===== src/rtl/fir_seq_pkg.sv =====
// ============================================================================
// fir_seq_pkg : op/state encodings and register-map helpers for fir_sequencer
// Revision    : 1.0
// ============================================================================
`default_nettype none

package fir_seq_pkg;

  typedef enum logic [2:0] {
    OP_NOP    = 3'd0,
    OP_COPY   = 3'd1,
    OP_LOAD_S = 3'd2,
    OP_LOAD_C = 3'd3,
    OP_ADD    = 3'd4,
    OP_SUB    = 3'd5,
    OP_MUL    = 3'd6
  } op_e;

  typedef enum logic [3:0] {
    ST_IDLE  = 4'd0,
    ST_LOAD  = 4'd1,
    ST_LWAIT = 4'd2,
    ST_STORE = 4'd3,
    ST_ZERO  = 4'd4,
    ST_SHIFT = 4'd5,
    ST_MUL   = 4'd6,
    ST_ACC   = 4'd7,
    ST_EIDLE = 4'd8
  } state_e;

  localparam int MIN_TAPS = 2;
  localparam int MAX_TAPS = 8;

  // Odd taps add, even taps subtract (bit k-1 set means tap k subtracts).
  localparam logic [MAX_TAPS-1:0] ALT_SIGN_PATTERN = 8'hAA;

  function automatic int sample_reg(input int n);
    return n + 1;
  endfunction

  function automatic int temp_reg(input int n);
    return n + 2;
  endfunction

  function automatic int coef_reg(input int n, input int k);
    return n + 2 + k;
  endfunction

  function automatic int zero_reg(input int n);
    return 2 * n + 3;
  endfunction

endpackage

`default_nettype wire


===== src/rtl/fir_tap_counter.sv =====
// ============================================================================
// fir_tap_counter : clear/load/increment counter with terminal-count flag
// Revision        : 1.0
// ============================================================================
`default_nettype none

module fir_tap_counter
  import fir_seq_pkg::*;
#(
  parameter int WIDTH      = 3,
  parameter int TERMINAL   = 4,
  parameter int LOAD_VALUE = 1
) (
  input  logic             clk,
  input  logic             n_rst,
  input  logic             i_clr,
  input  logic             i_load,
  input  logic             i_inc,
  output logic [WIDTH-1:0] o_next,
  output logic             o_tc
);

  logic [WIDTH-1:0] r_count;
  logic [WIDTH-1:0] w_next;

  // Next value is exported so the owner can decode registered outputs
  // against the index it is about to occupy.
  always_comb begin
    w_next = r_count;
    if (i_clr) begin
      w_next = '0;
    end else if (i_load) begin
      w_next = WIDTH'(LOAD_VALUE);
    end else if (i_inc) begin
      w_next = r_count + WIDTH'(1);
    end
  end

  always_ff @(posedge clk or negedge n_rst) begin
    if (!n_rst) begin
      r_count <= '0;
    end else begin
      r_count <= w_next;
    end
  end

  assign o_next = w_next;
  assign o_tc   = (r_count == WIDTH'(TERMINAL));

endmodule

`default_nettype wire


===== src/rtl/fir_sequencer.sv =====
// ============================================================================
// fir_sequencer : N-tap FIR controller for the shared regfile/ALU datapath
// Option macro  : FIR_SEQ_SIGN_MASK_EN adds a per-tap sign_mask input
// Revision      : 1.0
// ============================================================================
`default_nettype none

module fir_sequencer
  import fir_seq_pkg::*;
#(
  parameter  int NUM_TAPS = 4,  // legal range 2..8
  localparam int ADDR_W   = $clog2(2*NUM_TAPS+4)
) (
  input  logic                clk,
  input  logic                n_rst,
  input  logic                dr,
  input  logic                lc,
  input  logic                overflow,
`ifdef FIR_SEQ_SIGN_MASK_EN
  input  logic [NUM_TAPS-1:0] sign_mask,
`endif
  output logic                cnt_up,
  output logic                clear,
  output logic                modwait,
  output logic [2:0]          op,
  output logic [ADDR_W-1:0]   src1,
  output logic [ADDR_W-1:0]   src2,
  output logic [ADDR_W-1:0]   dest,
  output logic                err,
  output logic                ff_done
);

  localparam int KW = $clog2(NUM_TAPS+1);

  localparam logic [ADDR_W-1:0] c_ACC_REG    = '0;
  localparam logic [ADDR_W-1:0] c_SAMPLE_REG = ADDR_W'(sample_reg(NUM_TAPS));
  localparam logic [ADDR_W-1:0] c_TEMP_REG   = ADDR_W'(temp_reg(NUM_TAPS));
  localparam logic [ADDR_W-1:0] c_COEF_BASE  = ADDR_W'(coef_reg(NUM_TAPS, 0));
  localparam logic [ADDR_W-1:0] c_ZERO_REG   = ADDR_W'(zero_reg(NUM_TAPS));

  state_e                r_state;
  state_e                w_state_next;

  logic                  w_k_clr;
  logic                  w_k_load;
  logic                  w_k_inc;
  logic [KW-1:0]         w_k_next;
  logic                  w_k_tc;
  logic [ADDR_W-1:0]     w_k_addr;

  logic [NUM_TAPS-1:0]   w_sign_src;
  logic [NUM_TAPS-1:0]   r_sign;
  logic                  w_sign_latch;
  logic [(2**KW)-1:0]    w_sign_pad;
  logic                  w_acc_sub;

  op_e                   w_op;
  logic [ADDR_W-1:0]     w_src1;
  logic [ADDR_W-1:0]     w_src2;
  logic [ADDR_W-1:0]     w_dest;
  logic                  w_cnt_up;
  logic                  w_clear;
  logic                  w_modwait;
  logic                  w_err;
  logic                  w_ff_done;

  op_e                   r_op;
  logic [ADDR_W-1:0]     r_src1;
  logic [ADDR_W-1:0]     r_src2;
  logic [ADDR_W-1:0]     r_dest;
  logic                  r_cnt_up;
  logic                  r_clear;
  logic                  r_modwait;
  logic                  r_err;
  logic                  r_ff_done;

`ifdef FIR_SEQ_SIGN_MASK_EN
  assign w_sign_src = sign_mask;
`else
  assign w_sign_src = NUM_TAPS'(ALT_SIGN_PATTERN);
`endif

  // One index serves both the coefficient count and the tap number.
  fir_tap_counter #(
    .WIDTH      (KW),
    .TERMINAL   (NUM_TAPS),
    .LOAD_VALUE (1)
  ) u_tap_counter (
    .clk    (clk),
    .n_rst  (n_rst),
    .i_clr  (w_k_clr),
    .i_load (w_k_load),
    .i_inc  (w_k_inc),
    .o_next (w_k_next),
    .o_tc   (w_k_tc)
  );

  assign w_k_addr   = ADDR_W'(w_k_next);
  assign w_sign_pad = (2**KW)'(r_sign);
  assign w_acc_sub  = w_sign_pad[w_k_next - KW'(1)];

  always_ff @(posedge clk or negedge n_rst) begin
    if (!n_rst) begin
      r_state <= ST_IDLE;
    end else begin
      r_state <= w_state_next;
    end
  end

  always_comb begin
    w_state_next = r_state;
    w_k_clr      = 1'b0;
    w_k_load     = 1'b0;
    w_k_inc      = 1'b0;
    w_sign_latch = 1'b0;
    w_cnt_up     = 1'b0;
    w_clear      = 1'b0;
    w_ff_done    = 1'b0;

    case (r_state)
      ST_IDLE, ST_EIDLE: begin
        if (lc) begin
          w_state_next = ST_LOAD;
          w_k_load     = 1'b1;
          w_clear      = 1'b1;
        end else if (dr) begin
          w_state_next = ST_STORE;
          w_sign_latch = 1'b1;
        end
      end
      ST_LOAD: begin
        if (w_k_tc) begin
          w_state_next = ST_IDLE;
          w_k_clr      = 1'b1;
        end else begin
          w_state_next = ST_LWAIT;
        end
      end
      ST_LWAIT: begin
        if (lc) begin
          w_state_next = ST_LOAD;
          w_k_inc      = 1'b1;
        end
      end
      ST_STORE: begin
        if (dr) begin
          w_state_next = ST_ZERO;
          w_cnt_up     = 1'b1;
        end else begin
          w_state_next = ST_EIDLE;
        end
      end
      ST_ZERO: begin
        w_state_next = ST_SHIFT;
        w_k_load     = 1'b1;
      end
      ST_SHIFT: begin
        if (w_k_tc) begin
          w_state_next = ST_MUL;
          w_k_load     = 1'b1;
        end else begin
          w_k_inc      = 1'b1;
        end
      end
      ST_MUL: begin
        w_state_next = ST_ACC;
      end
      ST_ACC: begin
        // Overflow wins over completion of the last tap.
        if (overflow) begin
          w_state_next = ST_EIDLE;
          w_k_clr      = 1'b1;
        end else if (w_k_tc) begin
          w_state_next = ST_IDLE;
          w_k_clr      = 1'b1;
          w_ff_done    = 1'b1;
        end else begin
          w_state_next = ST_MUL;
          w_k_inc      = 1'b1;
        end
      end
      default: begin
        w_state_next = ST_IDLE;
        w_k_clr      = 1'b1;
      end
    endcase
  end

  // Registered outputs are decoded from the state and index being entered.
  always_comb begin
    w_op      = OP_NOP;
    w_src1    = '0;
    w_src2    = '0;
    w_dest    = '0;
    w_modwait = 1'b0;
    w_err     = 1'b0;

    case (w_state_next)
      ST_LOAD: begin
        w_op      = OP_LOAD_C;
        w_dest    = c_ZERO_REG - w_k_addr;
        w_modwait = 1'b1;
      end
      ST_STORE: begin
        w_op      = OP_LOAD_S;
        w_dest    = c_SAMPLE_REG;
        w_modwait = 1'b1;
      end
      ST_ZERO: begin
        w_op      = OP_SUB;
        w_src1    = c_ZERO_REG;
        w_src2    = c_ZERO_REG;
        w_dest    = c_ACC_REG;
        w_modwait = 1'b1;
      end
      ST_SHIFT: begin
        w_op      = OP_COPY;
        w_src1    = w_k_addr + ADDR_W'(1);
        w_dest    = w_k_addr;
        w_modwait = 1'b1;
      end
      ST_MUL: begin
        w_op      = OP_MUL;
        w_src1    = w_k_addr;
        w_src2    = c_COEF_BASE + w_k_addr;
        w_dest    = c_TEMP_REG;
        w_modwait = 1'b1;
      end
      ST_ACC: begin
        w_op      = w_acc_sub ? OP_SUB : OP_ADD;
        w_src1    = c_ACC_REG;
        w_src2    = c_TEMP_REG;
        w_dest    = c_ACC_REG;
        w_modwait = 1'b1;
      end
      ST_EIDLE: begin
        w_err     = 1'b1;
      end
      default: begin
        w_op      = OP_NOP;
      end
    endcase
  end

  always_ff @(posedge clk or negedge n_rst) begin
    if (!n_rst) begin
      r_sign <= '0;
    end else if (w_sign_latch) begin
      r_sign <= w_sign_src;
    end
  end

  always_ff @(posedge clk or negedge n_rst) begin
    if (!n_rst) begin
      r_op      <= OP_NOP;
      r_src1    <= '0;
      r_src2    <= '0;
      r_dest    <= '0;
      r_cnt_up  <= 1'b0;
      r_clear   <= 1'b0;
      r_modwait <= 1'b0;
      r_err     <= 1'b0;
      r_ff_done <= 1'b0;
    end else begin
      r_op      <= w_op;
      r_src1    <= w_src1;
      r_src2    <= w_src2;
      r_dest    <= w_dest;
      r_cnt_up  <= w_cnt_up;
      r_clear   <= w_clear;
      r_modwait <= w_modwait;
      r_err     <= w_err;
      r_ff_done <= w_ff_done;
    end
  end

  assign op      = r_op;
  assign src1    = r_src1;
  assign src2    = r_src2;
  assign dest    = r_dest;
  assign cnt_up  = r_cnt_up;
  assign clear   = r_clear;
  assign modwait = r_modwait;
  assign err     = r_err;
  assign ff_done = r_ff_done;

endmodule

`default_nettype wire


===== config.mk =====
export PLATFORM = sky130hd
export DESIGN_NAME = fir_sequencer
export DESIGN_NICKNAME = d
export VERILOG_FILES = /design/src/rtl/fir_seq_pkg.sv /design/src/rtl/fir_tap_counter.sv /design/src/rtl/fir_sequencer.sv
export SDC_FILE = /design/constraint.sdc
export NUM_CORES = 1
export LEC_CHECK = 0
export ABC_AREA = 1
export BUFFER_PORTS_ARGS = -buffer_cell sky130_fd_sc_hd__buf_4
export CAP_MARGIN = 30
export CORE_MARGIN = 2
export CORE_UTILIZATION = 34
export DETAILED_ROUTE_END_ITERATION = 12
export MAX_ROUTING_LAYER = met4
export PLACE_DENSITY = 0.62
export SYNTH_ARGS = -nofsm -noshare
export SYNTH_HDL_FRONTEND = slang
export SYNTH_SLANG_ARGS = --single-unit

===== constraint.sdc =====
create_clock -name clk -period 2.6 [get_ports clk]
set_input_delay 0.26 -clock clk [delete_from_list [all_inputs] [get_ports clk]]
set_output_delay 0.26 -clock clk [all_outputs]
set_load 0.05 [all_outputs]

==> Word level (Yosys, flattened, before mapping) <==
Index checks and enable logic that the tools add are counted.
{ "totals": {"in_bits": 5, "wordCells": 74, "register_bits": 28, "output_inout_bits": 20} }
{ "op_classes": {"muxes": 36, "eq_ne": 16, "add_sub_neg": 5, "order_cmp": 1, "reduce_logical": 4} }
{ "ops": {"columns": ["op", "n"], "rows": [
  ["$eq A4 B3 Y1 const B", 8],
  ["$pmux W4 S8", 1],
  ["$mux W4", 6],
  ["$pmux W4 S3", 2],
  ["$pmux W3 S6", 1],
  ["$mux W1", 16],
  ["$pmux W4 S4", 1],
  ["$eq A4 B2 Y1 const B", 3],
  ["$mux W3", 4],
  ["$pmux W1 S3", 3],
  ["$eq A4 B1 Y1 const B", 2],
  ["$eq A4 B4 Y1 const B", 2],
  ["$reduce_or A7 Y1", 1],
  ["$reduce_or A6 Y1", 1],
  ["$add A3 B1 Y4 const B", 1],
  ["$add A3 B3 Y4 const A", 1],
  ["$logic_not A4 Y1", 1],
  ["$lt A3 B4 Y1 const B", 1],
  ["$sub A4 B3 Y4 const A", 1],
  ["$add A3 B1 Y3 const B", 1],
  ["$bmux W1 S3", 1],
  ["$eq A3 B3 Y1 const B", 1],
  ["$sub A3 B1 Y3 const B", 1],
  ["$mux W2", 1],
  ["$reduce_or A2 Y1", 1]
]} }

==> Longest topological paths before layout <==
Gate-level depths: netlist of run 1.
{ "depth": {"word_depth": 12, "depth_mapped": 16, "depth_no_buf": 16} }

==> Modules after synthesis <==
A second synthesis of run 1 with hierarchy kept.
{ "unflattened": {"cells_unflattened": 162, "area_unflattened_um2": 1411.4} }
{ "by_module_without_submodules": {"columns": ["mod", "instances", "cells_per_inst", "seq_area_each_um2", "area_per_inst_um2"], "rows": [
  ["fir_sequencer", 1, 137, 625.6, 1231.2],
  ["fir_tap_counter", 1, 25, 75.1, 180.2]
]} }

==> Worst setup path before layout of run 1 <==
Ideal clock, no wire load.
{ "synth_path": {"path_type": "flip-flop to flip-flop", "from": "reg u_tap_counter.r_count[0]", "to": "reg r_op[0] (netlist: op[0])", "path_slack_ns": 0.767, "t_required_ns": 2.481, "arrival_time_ns": 1.714, "stages_incl_launch_ff": 14, "setup_time_ns": 0.119, "cell_sequence": "dfrtp_1 inv_1 ha_1 nand2_2 inv_1 nand3_1 nand3_1 nor2_4 nand3_2 ha_1 nand4_1 nand2_1 nand2_1 nand2_1"} }
{ "synth_between": {"elab_chain_len": 12, "elab_cells_between_ends": 28, "classes_between": "add/sub: 2; eq/ne: 7; mux: 19"} }
{ "synth_rtl": {"columns": ["item", "line_no", "source"], "rows": [
  ["start, declared", "fir_tap_counter.sv:23", "logic [WIDTH-1:0] r_count;"],
  ["start signal, assigned", "fir_tap_counter.sv:43", "r_count <= w_next;"],
  ["$eq A3 B3 Y1", "fir_tap_counter.sv:48", "assign o_tc = (r_count == WIDTH'(TERMINAL));"],
  ["$mux W1", "fir_sequencer.sv:158, fir_sequencer.sv:173", null],
  ["$mux W1", "fir_sequencer.sv:170", "if (overflow) begin"],
  ["$pmux W1 S3", "fir_sequencer.sv:120", "case (r_state)"],
  ["$mux W3", "fir_tap_counter.sv:34", "end else if (i_inc) begin"],
  ["$mux W3", "fir_tap_counter.sv:32", "end else if (i_load) begin"],
  ["$mux W3", "fir_tap_counter.sv:30", "if (i_clr) begin"],
  ["$sub A3 B1 Y3", "fir_sequencer.sv:100", "assign w_acc_sub = w_sign_pad[w_k_next - KW'(1)];"],
  ["$bmux W1 S3", "fir_sequencer.sv:100", null],
  ["$mux W1 (implied by the code)", "fir_sequencer.sv:100", null],
  ["$mux W1", "fir_sequencer.sv:230", "w_op = w_acc_sub ? OP_SUB : OP_ADD;"],
  ["$pmux W3 S6 (*)", "fir_sequencer.sv:198", "case (w_state_next)"],
  ["named net w_op[0]", "fir_sequencer.sv:57", "op_e w_op;"],
  ["end signal, assigned", "fir_sequencer.sv:265", "r_op <= w_op;"],
  ["end, declared", "fir_sequencer.sv:67", "op_e r_op;"]
]} }
Mark *: on every way through the listed nets, which the timed path passes. The rest lies on a longest branch. The select of a mux whose other input is x is not followed.
A chain may end at the register's enable or synchronous reset.

==> Final worst setup path of run 1 <==
{ "layout_path": {"from": "reg u_tap_counter.r_count[0]", "to": "reg r_src1[2] (netlist: src1[2])"} }
{ "layout_between": {"elab_chain_len": 9, "elab_cells_between_ends": 22, "classes_between": "add/sub: 2; eq/ne: 4; mux: 16"} }
{ "layout_rtl": {"columns": ["item", "line_no", "source"], "rows": [
  ["$eq A3 B3 Y1", "fir_tap_counter.sv:48", null],
  ["$mux W1", "fir_sequencer.sv:158, fir_sequencer.sv:173", null],
  ["$mux W1", "fir_sequencer.sv:170", null],
  ["$pmux W1 S3", "fir_sequencer.sv:120", null],
  ["$mux W3", "fir_tap_counter.sv:34", null],
  ["$mux W3", "fir_tap_counter.sv:32", null],
  ["$mux W3 (*)", "fir_tap_counter.sv:30", null],
  ["named net u_tap_counter.o_next[0]", "fir_tap_counter.sv:19", "output logic [WIDTH-1:0] o_next,"],
  ["$add A3 B1 Y4 (*)", "fir_sequencer.sv:218", "w_src1 = w_k_addr + ADDR_W'(1);"],
  ["$pmux W4 S3 (*)", "fir_sequencer.sv:198", null],
  ["named net w_src1[2]", "fir_sequencer.sv:58", "logic [ADDR_W-1:0] w_src1;"],
  ["end signal, assigned", "fir_sequencer.sv:266", "r_src1 <= w_src1;"],
  ["end, declared", "fir_sequencer.sv:68", "logic [ADDR_W-1:0] r_src1;"]
]} }
Mark *: on every way through the listed nets, which the timed path passes. The rest lies on a longest branch.

==> results of run 1 <==
[power breakdown]
part | internal (uW) | switching [uW] | total [uW]
Clock | 206 | 143 | 349
Combinational | 434 | 1020 | 1460
Sequential | 581 | 71.3 | 652
[cell type report]
class	instances	area [um^2]
Clock buffer	3	41.29
Clock inverter	1	30.03
Fill cell	407	2280
Inverter	35	131.4
Multi-Input combinational cell	103	621.8
Sequential cell	28	700.7
Tap cell	50	62.56
Timing Repair Buffer	25	190.2
[state kept, by name (all words and copies together), names as in the netlist, 3 cells and up]
| name | count |
|---|---|
| dest | 4 |
| r_state | 4 |
| src1 | 4 |
| src2 | 4 |
| op | 3 |
| u_tap_counter.r_count | 3 |
[how the worst max path moves through the flow]
stage          slack, ns  depth (start not counted)                      from      end
6_report            0.53                         15  u_tap_counter.r_count[0]  src1[2]
3_5_place_dp        0.56                         15  u_tap_counter.r_count[0]  src1[2]
3_3_place_gp        0.59                         15  u_tap_counter.r_count[0]  src1[2]
5_1_grt             0.29                         15  u_tap_counter.r_count[0]  src1[2]
2_1_floorplan       0.77                         13  u_tap_counter.r_count[0]    op[0]
4_1_cts             0.54                         15  u_tap_counter.r_count[0]  src1[2]
[cell families (layout without fill, tap and decap cells)]
logic type,count (synthesis),in the layout,share of synthesized area (%)
xor gates and xnor gates,1,1,0.6025
AOI/OAI and AO/OA,8,8,3.183
DFF,28,28,48.19
adders and majority gates,6,6,5.163
buffers and inverters,35,64,9.036
and+or+nand+nor,88,88,33.82
[cell usage in the layout (no fill, tap or decap), types with 5 or more instances in the layout]
cell type	Yosys	layout
dfrtp_1	28	28
nor2_1	5	5
inv_1	32	32
nand2_1	37	37
buf_4	0	24
nand3_1	16	16
nand4_1	6	6
ha_1	6	6
nor2_2	6	6
nand3_2	7	7
[worst max-delay path, stage by stage (launching register included)]
cell	delay (ns)
dfrtp_1	0.38
inv_1	0.06
ha_1	0.20
nand2_2	0.12
inv_1	0.06
nand3_1	0.11
nand3_1	0.15
inv_1	0.10
nand3_2	0.11
nand2_1	0.16
inv_1	0.08
ha_1	0.20
inv_1	0.05
nand2_1	0.04
nand3_1	0.08
nand2_1	0.05
[through the flow]
step	util, %	setup slack, ns	hold slack [ns]	cell area, um^2
after detailed placement	41.81	0.5612	0.2018	1697
after global placement	41.81	0.5947	0.1973	1697
after floorplan	-	0.7672	-0.03559	1454
after CTS	43.82	0.5357	0.1422	1778
final	43.82	0.5335	0.1434	1778
after global routing	43.82	0.2918	0.1334	1778
[routing by layer]
layer  up-vias  GRT usage (%)
li1        580              -
met1       506          17.89
met2        18          20.30
met3         2          1.890
met4         0          4.575
met5         -              -
==> impl_metrics.csv, run 1 <==
group,metric,value,unit
placed_design,port-buffer-count,24,
setup_path,r2r_slack,0.53,ns
clock_tree,tritoncts.num_buffers,3,
setup_path,worst_ep_required_time,2.78,ns
timing,rsz0062_at_grt,"false",
power_and_ir_drop,power,2456,uW
setup_path,timing_worst_setup_path_type,"flop to flop",
layout,ratio_of_cells_with_drive_above_1_in_the_final_layout,27.18,%
yosys,postSynthCellCount,166,
timing,timing.final.max_slew_violations,0,
die,floorplan_die_height,69.39,um
route,avgViaCountPerCell,4.514,
yosys,synth_top_area_cell,"dfrtp_1",
timing,slew-limit-headroom,76.27,%
route,route.met2.wl,1.462,mm
min_path,timing.hold.worst_endpoint,"ff_done",
yosys,synth.cells.most_frequent,"nand2_1 (37), inv_1 (32), dfrtp_1 (28)",
clock_tree,clockBufferDepth,2,
yosys,mappedNetlistNets,177,
timing,maximum_clock_skew_at_final_layout,0.001441,ns
die,die_footprint,0.004815,mm^2
timing,achievable_clock_frequency,0.4839,GHz
route,wl_met3,72,um
global_route,grt_max_degree,29,
yosys,synthTopCellsByArea,"dfrtp_1 (48%), nand2_1 (9.6%), inv_1 (8.3%)",
global_route,grt_pass1_wl,4.926,mm
clock_tree,cts_resized,0,
power_and_ir_drop,p_per_area,1382,mW/mm^2
yosys,synth_top_cell_area_share,48.19,%
global_route,grt.overflow.total,0,
layout,stdcell_count,245,
clock_tree,htree_levels,1,
yosys,synth.avg_cell_area,8.758,um^2
die,floorplan.io_pins,25,
yosys,synth_ff_type,"dfrtp_1",
placed_design,place_congestion,0.8746,
global_route,grt_antenna_before_repair,0,
placed_design,dp_cells,240,
setup_path,critPathLaunchType,"flop",
die,floorplan.initialDensity,35.83,%
clock_tree,path_clk_slew,0.10,ns
layout,final_net_count,207,
die,rows,23,
clock_tree,number_of_buffers_inserted_to_repair_setup_after_cts,0,
yosys,synth_most_common_cell,"nand2_1",
power_and_ir_drop,power.static_leakage,0.001027,uW
die,design.core.area,0.004058,mm^2
route,wl,2.959,mm
min_path,worst_hold_path_type,"input pin to flop",
yosys,syn-cell-area,0.001454,mm^2
setup_path,crit-reg2reg-launch,"u_tap_counter.r_count[0]",
yosys,asyncSetResetFlopFracSynth,100.0,%
min_path,hold_path.startpoint,"overflow",
job,max_cap_violations,0,
layout,antenna_cells_inserted,0,
setup_path,end_kind,"flop",
run_status,status,"finished, final reports clean",
timing,final_min_period_over_clock_period,79.48,%
clock_tree,clk_latency,0.28,ns
timing,timing.final.setup_violations,0,
route,wl_per_cell,12.08,um
setup_path,timing.rr.end,"src1[2]",
route,drc,0,
route,dr_total_vias,1106,
route,dr.max_layer_used,"met4",
yosys,ys_warn_count,0,
power_and_ir_drop,power.ir.vdd_worst,316.1,uV
die,dieWidth,69.39,um
timing,final-hold-violation-count,0,
yosys,postSynthRegisterBits,28,
yosys,synthDistinctLibCells,21,
global_route,grt_pass1_vias,1052,
timing,timing.setup.tns,0,ns
setup_path,path_max_fanout,5,
clock_tree,tritoncts,"yes",
placed_design,place.detailed.hpwl,2.245,mm
min_path,worstHoldPathCells,2,
route,met1_length,1.394,mm
setup_path,ff2ff_path_depth,15,
route,post_route_antenna_net_violation_count,0,
timing,min_period,2.067,ns
clock_tree,root_buffer_cell,"clkbuf_8",
global_route,grt_usage,13.21,%
yosys,synth_edf_count,0,
route,drt_first_iter_violations,66,
route,drtPass1Iterations,6,
clock_tree,cts_sinks,28,
clock_tree,post_cts_hold_buffer_count,1,
timing,worst_tran_pin_value,0.3559,ns
yosys,sequential_to_total_area_share_from_yosys_stat,48.19,%
layout,flow.area_growth_from_synthesis,22.29,%
setup_path,cp.arrival,2.24,ns
Note: power is estimated with default switching activity, not from simulation.
==> inputs of run 2 (changes only) <==
--- a/config.mk
+++ b/config.mk
@@ -12,7 +12,7 @@
 export CORE_UTILIZATION = 34
 export DETAILED_ROUTE_END_ITERATION = 12
 export MAX_ROUTING_LAYER = met4
-export PLACE_DENSITY = 0.62
+export PLACE_DENSITY = 0.64
 export SYNTH_ARGS = -nofsm -noshare
 export SYNTH_HDL_FRONTEND = slang
 export SYNTH_SLANG_ARGS = --single-unit
==> constraint.sdc (replaced) <==
create_clock -name clk -period 1.75 [get_ports clk]
set_input_delay 0.175 -clock clk [delete_from_list [all_inputs] [get_ports clk]]
set_output_delay 0.175 -clock clk [all_outputs]
set_load 0.05 [all_outputs]
==> run 2 against run 1 <==
- the run now ends with negative setup slack left
- clock-buffer cell count is 1 higher
- cell count is 16% higher
- setup slack worse by 0.59 ns
- sequential share of layout area is 8.1 points lower
- first-iteration DRC count is 7.6% lower
- power is 92% higher
- flip-flop and latch count stayed put
- fmax is 14% higher
- largest power group unchanged
- highest routed layer unchanged
==> impl_metrics.csv, run 2 (synthesis results as in run 1) <==
group,metric,value,unit
route,drt_first_iter_violations,61,
global_route,grt_usage,15.46,%
placed_design,port-buffer-count,24,
power_and_ir_drop,power.static_leakage,0.001250,uW
timing,final-hold-violation-count,0,
power_and_ir_drop,power.ir.vdd_worst,1152,uV
setup_path,critPathLaunchType,"flop",
global_route,grt_use_met1,20.35,%
layout,ratio_of_cells_with_drive_above_1_in_the_final_layout,52.36,%
die,die_footprint,0.004815,mm^2
route,wl,3.552,mm
setup_path,end_kind,"flop",
setup_path,worst_ep_required_time,1.95,ns
clock_tree,path_clk_slew,0.09,ns
setup_path,path_max_fanout,4,
layout,antenna_cells_inserted,0,
route,dr_total_vias,1314,
route,drtPass1Iterations,4,
global_route,met3_usage,3.634,%
timing,maximum_clock_skew_at_final_layout,0.003410,ns
timing,min_period,1.806,ns
min_path,worstHoldPathCells,2,
global_route,grt_antenna_before_repair,0,
setup_path,ff2ff_path_depth,11,
route,wl_per_cell,12.55,um
global_route,grt_max_degree,29,
timing,timing.final.ws_setup,-0.05552,ns
clock_tree,root_buffer_cell,"clkbuf_8",
setup_path,crit-reg2reg-launch,"u_tap_counter.r_count[0]",
setup_path,timing_worst_setup_path_type,"flop to flop",
placed_design,place.detailed.hpwl,2.483,mm
die,floorplan_die_height,69.39,um
global_route,grt_pass1_vias,1307,
timing,timing.final.setup_violations,6,
clock_tree,tritoncts,"yes",
global_route,global_route.peak_usage_layer,"met2",
timing,worst_tran_pin_value,0.3506,ns
global_route,met2_usage,25.43,%
clock_tree,htree_levels,1,
die,floorplan.io_pins,25,
clock_tree,cts_sinks,28,
timing,achievable_clock_frequency,0.5539,GHz
clock_tree,clockBufferDepth,2,
global_route,grt_pass1_wl,5.961,mm
timing,timing.final.max_slew_violations,0,
power_and_ir_drop,power,4716,uW
job,max_cap_violations,0,
die,design.core.area,0.004058,mm^2
timing,rsz0062_at_grt,"true",
clock_tree,tritoncts.num_buffers,3,
clock_tree,clk_latency,0.27,ns
min_path,worst_hold_path_type,"input pin to flop",
die,rows,23,
die,dieWidth,69.39,um
layout,mostFrequentLayoutCell,"buf_4",
layout,final_cell_utilization_of_the_core,55.44,%
min_path,hold_path.startpoint,"overflow",
layout,final_net_count,245,
min_path,timing.hold.worst_endpoint,"ff_done",
placed_design,place_congestion,0.8492,
setup_path,r2r_slack,-0.06,ns
route,drc,0,
layout,flow.area_growth_from_synthesis,54.73,%
timing,slew-limit-headroom,76.63,%
global_route,grt.overflow.total,0,
run_status,violations,"negative setup slack",
die,floorplan.initialDensity,35.83,%
power_and_ir_drop,p_per_area,2096,mW/mm^2
route,avgViaCountPerCell,4.643,
route,post_route_antenna_net_violation_count,0,
setup_path,cp.arrival,2.01,ns
setup_path,timing.rr.end,"src2[2]",
run_status,status,"finished with violations",
layout,mostFrequentLayoutCells,"buf_4 (61), nand2_1 (30), dfrtp_1 (25)",
timing,final_min_period_over_clock_period,103.2,%
-- run 2: cell types whose count changed in the layout (fill, tap and decap cells not counted), moves of 4 or more --
cell and delta:
nor2_4 +4, inv_2 +6, buf_4 +37, nand2_4 +6, nand3_4 +6, nand3_1 -6, inv_1 -9, nand2_1 -7
-- run 2: cell type report --
cell class | instances | area, um^2
inverters | 35 | 138.9
clock buffers | 4 | 55.05
repair buffers | 63 | 479.2
multi-input cells | 103 | 809.5
fillers | 348 | 1808
flip-flops and latches | 28 | 704.4
well taps | 50 | 62.56
-- run 2: critical path: stages, from the launching register on --
cell and delay [ns]:
dfrtp_1 0.37, inv_2 0.07, ha_4 0.16, nand2_4 0.09, inv_1 0.07, nand3_1 0.09, nand3_2 0.10, nor2_4 0.16
buf_6 0.12, nand3_4 0.09, ha_1 0.29, a21oi_1 0.12
-- run 2: metrics by stage --
stage | setup WS [ns] | setup TNS (ns) | cell area [um^2] | hold slack, ns | cells
3_3_place_gp | -0.1236 | -0.4627 | 1907 | 0.1092 | 265
4_1_cts | -0.02345 | -0.05765 | 2095 | 0.04645 | 277
2_1_floorplan | -0.001585 | -0.001585 | 1476 | -0.1206 | 166
5_1_grt | -0.1406 | -1.102 | 2250 | 0.04839 | 283
6_report | -0.05552 | -0.1954 | 2250 | 0.05016 | 283
3_5_place_dp | -0.1727 | -0.7282 | 1907 | 0.1158 | 265
-- run 2: worst max path at each step --
stage,slack (ns),startpoint,endpoint
CTS,-0.02,u_tap_counter.r_count[1],src1[1]
finish,-0.06,u_tap_counter.r_count[0],src2[2]
global route,-0.14,u_tap_counter.r_count[0],src1[2]
global placement,-0.12,u_tap_counter.r_count[0],src1[2]
floorplan,-0.002,u_tap_counter.r_count[0],src1[2]
detailed placement,-0.17,u_tap_counter.r_count[0],src1[2]
-- run 2: layer usage --
metal	wire, um	vias to the layer above
met5	0	-
met4	47	0
met3	136	6
met2	1717	33
met1	1650	618
li1	-	657
-- run 2: what timing repair did --
action	in CTS	in global routing
endpoints found under the setup margin	11	13
endpoints found under the hold margin	28	0
gates resized for setup	21	29
hold buffers	1	0
pin swaps	8	21
setup buffers	7	6
-- run 2: power by group --
group	total (uW)	switching (uW)	leakage (uW)	internal, uW
clock	398	196	0.0000288	201
sequential	994	125	0.000361	869
combinational	3320	1970	0.000861	1350
total	4720	2300	0.00125	2420
==> inputs of run 3 (changes only) <==
--- a/config.mk
+++ b/config.mk
@@ -11,6 +11,7 @@
 export CORE_MARGIN = 2
 export CORE_UTILIZATION = 34
 export DETAILED_ROUTE_END_ITERATION = 12
+export GPL_TIMING_DRIVEN = 0
 export MAX_ROUTING_LAYER = met4
 export PLACE_DENSITY = 0.64
 export SYNTH_ARGS = -nofsm -noshare
==> run 3 against run 2 <==
- the flow still finishes with violations (negative setup slack)
- first-iteration DRC count down 9.8%
- global-route usage down 0.57 points
- highest routed layer unchanged
- largest cell class unchanged
- largest power group unchanged
- clock skew up 0.0031 ns
- critical path depth up 5
- core utilization down 3.2 points
==> impl_metrics.csv, run 3 (synthesis results as in run 1) <==
group,metric,value,unit
run_status,status,"finished with violations",
run_status,violations,"negative setup slack",
clock_tree,cts_sinks,28,
placed_design,port-buffer-count,24,
global_route,grt.overflow.total,0,
clock_tree,htree_levels,1,
clock_tree,clk_latency,0.27,ns
layout,antenna_cells_inserted,0,
global_route,grt_pass1_wl,5.637,mm
setup_path,critPathLaunchType,"flop",
die,dieWidth,69.39,um
setup_path,critical-path-slowest-cell,"dfrtp_1",
timing,timing.final.ws_setup,-0.03297,ns
setup_path,end_kind,"flop",
route,wl_per_cell,12.61,um
clock_tree,root_buffer_cell,"clkbuf_8",
setup_path,cp.arrival,1.96,ns
job,max_cap_violations,0,
power_and_ir_drop,power.ir.vdd_worst,1118,uV
setup_path,cpPeakStageDelay,0.41,ns
setup_path,path_max_fanout,5,
timing,rsz0062_at_grt,"true",
route,drtPass1Iterations,4,
setup_path,timing_worst_setup_path_type,"flop to flop",
timing,worst_tran_pin_value,0.3551,ns
timing,timing.setup.tns,-0.1118,ns
setup_path,worstPathCellList,"inv_2 -> ha_4 -> nand2_8 -> nand2_4 -> inv_2 -> nand2_4 -> nand3_4 -> nand2_2 -> nand3_4 -> nand2_4 -> inv_4 -> ha_4 -> inv_2 -> nand2_1 -> nand3_1 -> nand2_1",
setup_path,worst_ep_required_time,1.92,ns
global_route,grt_usage,14.89,%
route,dr_total_vias,1253,
layout,ff_latch_area,704.4,um^2
route,avgViaCountPerCell,4.764,
timing,final_min_period_over_clock_period,101.9,%
setup_path,timing.rr.end,"src1[2]",
setup_path,ff2ff_path_depth,16,
timing,achievable_clock_frequency,0.5609,GHz
layout,final_net_count,225,
die,floorplan_die_height,69.39,um
layout,final.fill_count,360,
route,wl,3.316,mm
timing,timing.final.max_slew_violations,0,
layout,mostFrequentLayoutCell,"buf_4",
min_path,worst_hold_path_type,"input pin to flop",
clock_tree,path_clk_slew,0.10,ns
setup_path,timing.critical_path.from,"u_tap_counter.r_count[0]",
timing,min_period,1.783,ns
placed_design,place_congestion,0.8727,
route,drt_first_iter_violations,55,
clock_tree,tritoncts.num_buffers,3,
timing,timing.final.setup_violations,5,
clock_tree,tritoncts,"yes",
clock_tree,clockBufferDepth,2,
layout,mostFrequentLayoutCells,"buf_4 (40), nand2_1 (29), dfrtp_1 (25)",
timing,maximum_clock_skew_at_final_layout,0.006476,ns
global_route,grt_antenna_before_repair,0,
power_and_ir_drop,power.static_leakage,0.001128,uW
global_route,grt_max_degree,29,
timing,final-hold-violation-count,0,
power_and_ir_drop,power,4534,uW
global_route,grt_pass1_vias,1239,
setup_path,setup.worst_path.end,"src1[2]",
layout,multi_input_area,808.3,um^2
setup_path,worst-path-buf-inv,4,
die,floorplan.initialDensity,35.83,%
die,rows,23,
power_and_ir_drop,p_per_area,2140,mW/mm^2
route,drc,0,
placed_design,place.detailed.hpwl,2.281,mm
layout,ratio_of_cells_with_drive_above_1_in_the_final_layout,46.95,%
die,floorplan.io_pins,25,
route,post_route_antenna_net_violation_count,0,
die,design.core.area,0.004058,mm^2
layout,flow.area_growth_from_synthesis,45.70,%
setup_path,critical_path_depth,16,
setup_path,crit-reg2reg-launch,"u_tap_counter.r_count[0]",
setup_path,r2r_slack,-0.03,ns
setup_path,path_delay_family,"simple AND/OR/NAND/NOR gates",
die,die_footprint,0.004815,mm^2
timing,slew-limit-headroom,76.33,%
==> run 3: changes by cell type in the layout (fill, tap and decap cells not counted), sizes merged <==
cell / before / now
clkbuf: 4 / 3
buf: 62 / 42
bufinv: 0 / 1
==> run 3: worst min-delay path by stage <==
stage	start	endpoint	cells after the start
after floorplan	n_rst	clear	0
after global placement	n_rst	dest[1]	1
after detailed placement	n_rst	dest[3]	1
after CTS	overflow	ff_done	2
after global routing	overflow	ff_done	2
final	overflow	ff_done	2
==> run 3: final cells by class <==
cell class,count,share of cell area [%]
inverters,35,6.556
well taps,50,2.953
clock buffers,3,1.949
clock inverters,1,1.418
repair buffers,43,15.71
multi-input cells,103,38.16
flip-flops and latches,28,33.25
==> run 3: metal layers <==
metal  up-vias  track usage (%)  wire (um)
met5         -                -          0
met4         0            3.050         19
met3         4            3.488        111
met2        23            27.03       1755
met1       605            16.65       1429
li1        621                -          -
==> run 3: what timing repair did <==
item / in CTS / in global routing
setup buffers: 15 / 3
pin swaps: 14 / 10
hold buffers: 1 / 0
gates resized for setup: 33 / 16
hold endpoints to repair: 28 / 0
endpoints found under the setup margin: 9 / 13
==> run 3: where the power goes <==
| part | internal (uW) | switching [uW] | leakage, uW |
|---|---|---|---|
| logic | 1140 | 1880 | 0.000731 |
| registers | 869 | 139 | 0.000361 |
| clock network | 306 | 200 | 0.0000357 |
==> run 3: metrics by stage <==
| stage | setup slack (ns) | instances | util [%] | hold WS [ns] | cell area, um^2 |
|---|---|---|---|---|---|
| floorplan | -0.001585 | 166 | - | -0.1206 | 1476 |
| global placement | -0.2325 | 240 | 42.37 | 0.1096 | 1719 |
| detailed placement | -0.2572 | 240 | 42.37 | 0.1204 | 1719 |
| CTS | -0.01599 | 260 | 50.20 | 0.05055 | 2037 |
| global route | -0.1435 | 263 | 52.20 | 0.04007 | 2118 |
| finish | -0.03297 | 263 | 52.20 | 0.05736 | 2118 |
